[src/rtl/mrp_tx_pkg.sv]
// Types shared by the MRP TX NoC-out control FSM and its datapath.
// Flit mux select encodings and the control state encoding live here.
package mrp_tx_pkg;

  localparam int UDP_LENGTH_W   = 16;
  localparam int NOC_FLIT_BYTES = 64;

  typedef enum logic [1:0] {
    SEL_HDR_FLIT  = 2'd0,
    SEL_META_FLIT = 2'd1,
    SEL_DATA_FLIT = 2'd2
  } mrp_noc_out_flit_mux_sel;

  typedef enum logic [1:0] {
    READY = 2'd0,
    HDR   = 2'd1,
    META  = 2'd2,
    DATA  = 2'd3
  } mrp_noc_out_ctrl_state;

  // Number of payload flits a request of len bytes occupies on the NoC.
  function automatic int unsigned num_data_flits(input logic [UDP_LENGTH_W-1:0] len);
    return (int'(len) + NOC_FLIT_BYTES - 1) / NOC_FLIT_BYTES;
  endfunction

endpackage

[src/rtl/mrp_tx_noc_out_ctrl.sv]
// Control FSM for the MRP TX NoC-out path: accepts one send request, then
// sequences header, metadata and payload flits onto noc0.
module mrp_tx_noc_out_ctrl
  import mrp_tx_pkg::*;
(
  input  logic                          clk,
  input  logic                          rst,

  input  logic                          mrp_mrp_tx_out_tx_meta_val,
  output logic                          mrp_tx_out_mrp_mrp_tx_meta_rdy,
  input  logic [UDP_LENGTH_W-1:0]       mrp_mrp_tx_out_tx_len,

  input  logic                          mrp_mrp_tx_out_tx_data_val,
  output logic                          mrp_tx_out_mrp_mrp_tx_data_rdy,

  output logic                          mrp_tx_out_noc0_vrtoc_val,
  input  logic                          noc0_vrtoc_mrp_tx_out_rdy,

  output mrp_noc_out_flit_mux_sel       ctrl_datap_flit_sel,
  output logic                          ctrl_datap_store_inputs,
  input  logic                          datap_ctrl_last_output
);

  mrp_noc_out_ctrl_state state_q, state_d;
  logic                  zero_len_q, zero_len_d;

  logic meta_acc;
  logic noc_hs;
  logic data_hs;

  assign meta_acc = (state_q == READY) & mrp_mrp_tx_out_tx_meta_val;
  assign noc_hs   = mrp_tx_out_noc0_vrtoc_val & noc0_vrtoc_mrp_tx_out_rdy;
  assign data_hs  = (state_q == DATA) & mrp_mrp_tx_out_tx_data_val
                    & noc0_vrtoc_mrp_tx_out_rdy;

  always_ff @(posedge clk) begin
    if (rst) begin
      state_q    <= READY;
      zero_len_q <= 1'b0;
    end else begin
      state_q    <= state_d;
      zero_len_q <= zero_len_d;
    end
  end

  always_comb begin
    state_d    = state_q;
    zero_len_d = zero_len_q;
    unique case (state_q)
      READY: begin
        if (meta_acc) begin
          zero_len_d = (mrp_mrp_tx_out_tx_len == '0);
          state_d    = HDR;
        end
      end
      HDR: begin
        if (noc_hs) state_d = META;
      end
      // A zero-length send ends after the metadata flit; no payload is pulled.
      META: begin
        if (noc_hs) state_d = zero_len_q ? READY : DATA;
      end
      DATA: begin
        if (data_hs && datap_ctrl_last_output) state_d = READY;
      end
      default: state_d = READY;
    endcase
  end

  always_comb begin
    mrp_tx_out_mrp_mrp_tx_meta_rdy = 1'b0;
    mrp_tx_out_mrp_mrp_tx_data_rdy = 1'b0;
    mrp_tx_out_noc0_vrtoc_val      = 1'b0;
    ctrl_datap_flit_sel            = SEL_HDR_FLIT;
    ctrl_datap_store_inputs        = 1'b0;
    unique case (state_q)
      READY: begin
        mrp_tx_out_mrp_mrp_tx_meta_rdy = 1'b1;
        ctrl_datap_store_inputs        = mrp_mrp_tx_out_tx_meta_val;
      end
      HDR: begin
        ctrl_datap_flit_sel       = SEL_HDR_FLIT;
        mrp_tx_out_noc0_vrtoc_val = 1'b1;
      end
      META: begin
        ctrl_datap_flit_sel       = SEL_META_FLIT;
        mrp_tx_out_noc0_vrtoc_val = 1'b1;
      end
      // Payload is a straight passthrough: upstream valid to noc, noc ready back.
      DATA: begin
        ctrl_datap_flit_sel            = SEL_DATA_FLIT;
        mrp_tx_out_noc0_vrtoc_val      = mrp_mrp_tx_out_tx_data_val;
        mrp_tx_out_mrp_mrp_tx_data_rdy = noc0_vrtoc_mrp_tx_out_rdy;
      end
      default: ;
    endcase
  end

`ifndef SYNTHESIS
  a_data_rdy_in_data: assert property (@(posedge clk) disable iff (rst)
    mrp_tx_out_mrp_mrp_tx_data_rdy |-> (state_q == DATA));

  a_data_sel_in_data: assert property (@(posedge clk) disable iff (rst)
    (mrp_tx_out_noc0_vrtoc_val && (ctrl_datap_flit_sel == SEL_DATA_FLIT))
      |-> (state_q == DATA));

  a_last_in_data: assert property (@(posedge clk) disable iff (rst)
    (datap_ctrl_last_output && mrp_tx_out_mrp_mrp_tx_data_rdy) |-> (state_q == DATA));
`endif

endmodule

[config.mk]
export PLATFORM = sky130hd
export DESIGN_NAME = mrp_tx_noc_out_ctrl
export DESIGN_NICKNAME = d
export VERILOG_FILES = /design/src/rtl/mrp_tx_pkg.sv /design/src/rtl/mrp_tx_noc_out_ctrl.sv
export SDC_FILE = /design/constraint.sdc
export NUM_CORES = 1
export LEC_CHECK = 0
export ABC_AREA = 1
export CAP_MARGIN = 20
export CORE_AREA = 2 2 39 41
export DETAILED_ROUTE_END_ITERATION = 10
export DIE_AREA = 0 0 41 43
export GPL_TIMING_DRIVEN = 1
export PLACE_DENSITY = 0.67
export SLEW_MARGIN = 25
export SYNTH_ARGS = -nofsm -noshare
export SYNTH_HDL_FRONTEND = slang
export SYNTH_SLANG_ARGS = --single-unit
[constraint.sdc]
create_clock -name clk -period 2.2 [get_ports clk]
set_clock_uncertainty 0.15 [all_clocks]
set_input_delay 0.44 -clock clk [delete_from_list [all_inputs] [get_ports clk]]
set_output_delay 0.44 -clock clk [all_outputs]
set_load 0.03 [all_outputs]
==> run metrics <==
RR Endpoint state_q[0]; FF-to-FF setup slack 0.65 ns; Initial Util 0.252; power after layout 0.564 mW; DRC Markers 0; Crit Reg-Reg Startpoint state_q[1]; Achievable Freq 473 MHz; uppermost layer routed met3; Routed WL 919 um; register share of total power 0.172; endpoint type of the worst setup path primary output; core area 1380 sq um; IO buf count 27; family with the most delay on the worst path buffers and inverters; area delta synth->final 87.8%; Max FO, Critical Path 7; critical path's slowest cell clkdlybuf4s50_1; Critical Path Max Stage Delay 0.67 ns; Stages on worst setup path 2; WP buf/inv 1; average cell area after synthesis 6.12 sq um; Post-Synthesis Cells 57; Final Hold Fails 0; vias in the first global route 434; unrepaired setup endpoints after global routing false; Tmin final 2.11 ns; Post-CTS Hold Buffers 0; most common cell after layout, fill and taps aside clkdlybuf4s50_1; routed vias/inst 4.02; sequential fraction of the synthesis area 0.172; setup TNS 0 ns; Synth Warn # 0; clock power share 0.170; critical path type reg -> out; DIE WIDTH 41 um; Pre-antenna DRT Iters 1; Critical Path Source Type flop; Logic pwr share 0.658; ratio of cells with drive above 1 in the final layout 0.114; Net Count, Synth 85; crit path capture ctrl_datap_flit_sel[1]; crit path cell chain ha_1, clkdlybuf4s50_1; CTS tree built; pwr dens 860 nW/um^2; Antenna Violating Nets Remaining 0; Worst Path Arrival 1.52 ns; post-synth cell types 12; pin count of the biggest net entering global routing 8; HP Class reg -> reg; Final setup viols 0; run status completed; Final nets 117; Rows 14; Hold Slack 0.386 ns; Root Driver clkbuf_4; measured slew at the worst slew-check pin 0.303 ns; Ports 28; clock buffer depth 2; Net Sw Frac 0.473; Final Max Tran Viols 0; Cell Area, Synth 349 sq um; worst endpoint required time 1.61 ns; GP Congestion 0.738; Worst-path clk slew 0.04 ns; Die ar. 1760 sq um; Total GRT Usage 0.136; initial antenna violation count 0; Synth Register Bits 3; max cap viols 0; met3 routed WL 59 um; post-CTS setup buffers 0; relative slew slack 0.798; clock insertion delay at the later pin of the skew report 0.23 ns; Psw 0.267 mW; total gr overflow 0; average wire per standard cell 8.84 um; worst-case reg-to-reg path depth 9; Resized cells post-CTS 2; peak supply drop 0.481 mV; WL met1 391 um; commonest cells after routing, fill and taps aside clkdlybuf4s50_1 (22), nand2_1 (12), nor2_1 (12); initial DRC count 0; vias 418; Die H 43 um; Detail Placement HPWL 797 um; Int Pwr 0.297 mW; CTS H-Tree Depth 1; Num CTS Buffers 3; leakage 0.311 nW; Antenna diodes 0; Placed Cells 100; hold path cells 2; met2 routed WL 469 um; Tcrit/Tclk final 0.961; worst setup path startpoint state_q[1]; first-pass GRT wire length 1650 um; Sink Count 3; final non-filler cell total 104
-- synthesized netlist by cell type, drive strengths merged --
library cell / n / area, sq um
a21oi: 6 / 37.5
dfxtp: 3 / 60.1
ha: 6 / 75.1
inv: 9 / 33.8
nand2: 13 / 51.3
nand3: 5 / 30.0
nor2: 12 / 45.0
o21ai: 2 / 10.0
or2: 1 / 6.26
-- sequential cells by signal, summed over array words and instances, names as in the netlist --
| signal | cells |
|---|---|
| state_q | 2 |
| zero_len_q | 1 |
-- power by group through the flow --
stage | Sequential, mW | Combinational, mW | Clock [mW]
2_1_floorplan | 0.0929 | 0.264 | 0
3_3_place_gp | 0.0956 | 0.392 | 0
3_5_place_dp | 0.0982 | 0.389 | 0
4_1_cts | 0.0971 | 0.377 | 0.104
5_1_grt | 0.102 | 0.419 | 0.106
6_report | 0.0968 | 0.371 | 0.0961
-- stage by stage --
stage	instance area (sq um)	setup slack, ns	util
after floorplan	349	0.314	-
after global placement	632	0.268	0.457
after detailed placement	632	0.237	0.457
after CTS	656	0.0678	0.474
after global routing	656	0.00446	0.474
final	656	0.0852	0.474
-- how the worst min path moves through the flow --
stage	from	end	slack [ns]
after detailed placement	zero_len_q	zero_len_q	0.38
after CTS	zero_len_q	zero_len_q	0.39
after global placement	zero_len_q	zero_len_q	0.38
after global routing	zero_len_q	zero_len_q	0.44
after floorplan	rst	state_q[1]	0.35
final	zero_len_q	zero_len_q	0.39
-- worst min-delay path, delay by kind of cell, from the launching register on --
kind           cells  cell delay [ns]
AO/OA/AOI/OAI      2             0.19
flip-flops         1             0.30
-- area by class of cell --
cell class	instances	area, sq um
Fill cell	146	728
Timing Repair Buffer	27	260
Multi-Input combinational cell	45	255
Sequential cell	3	60.1
Inverter	9	33.8
Clock buffer	4	26.3
Tap cell	16	20.0
-- routing by layer --
layer  global-route usage  vias up
li1                     -      238
met1                0.153      171
met2                0.219        9
met3               0.0157        0
met4                0.100        0
met5                    0        -
-- kinds of logic after synthesis --
kind of cell | after synthesis | share of synthesized area
fa+ha+maj | 6 | 0.215
flops | 3 | 0.172
simple gates | 31 | 0.380
compound gates | 8 | 0.136
buf+inv | 9 | 0.0968
No activity file was read; power rests on OpenSTA's default activity.
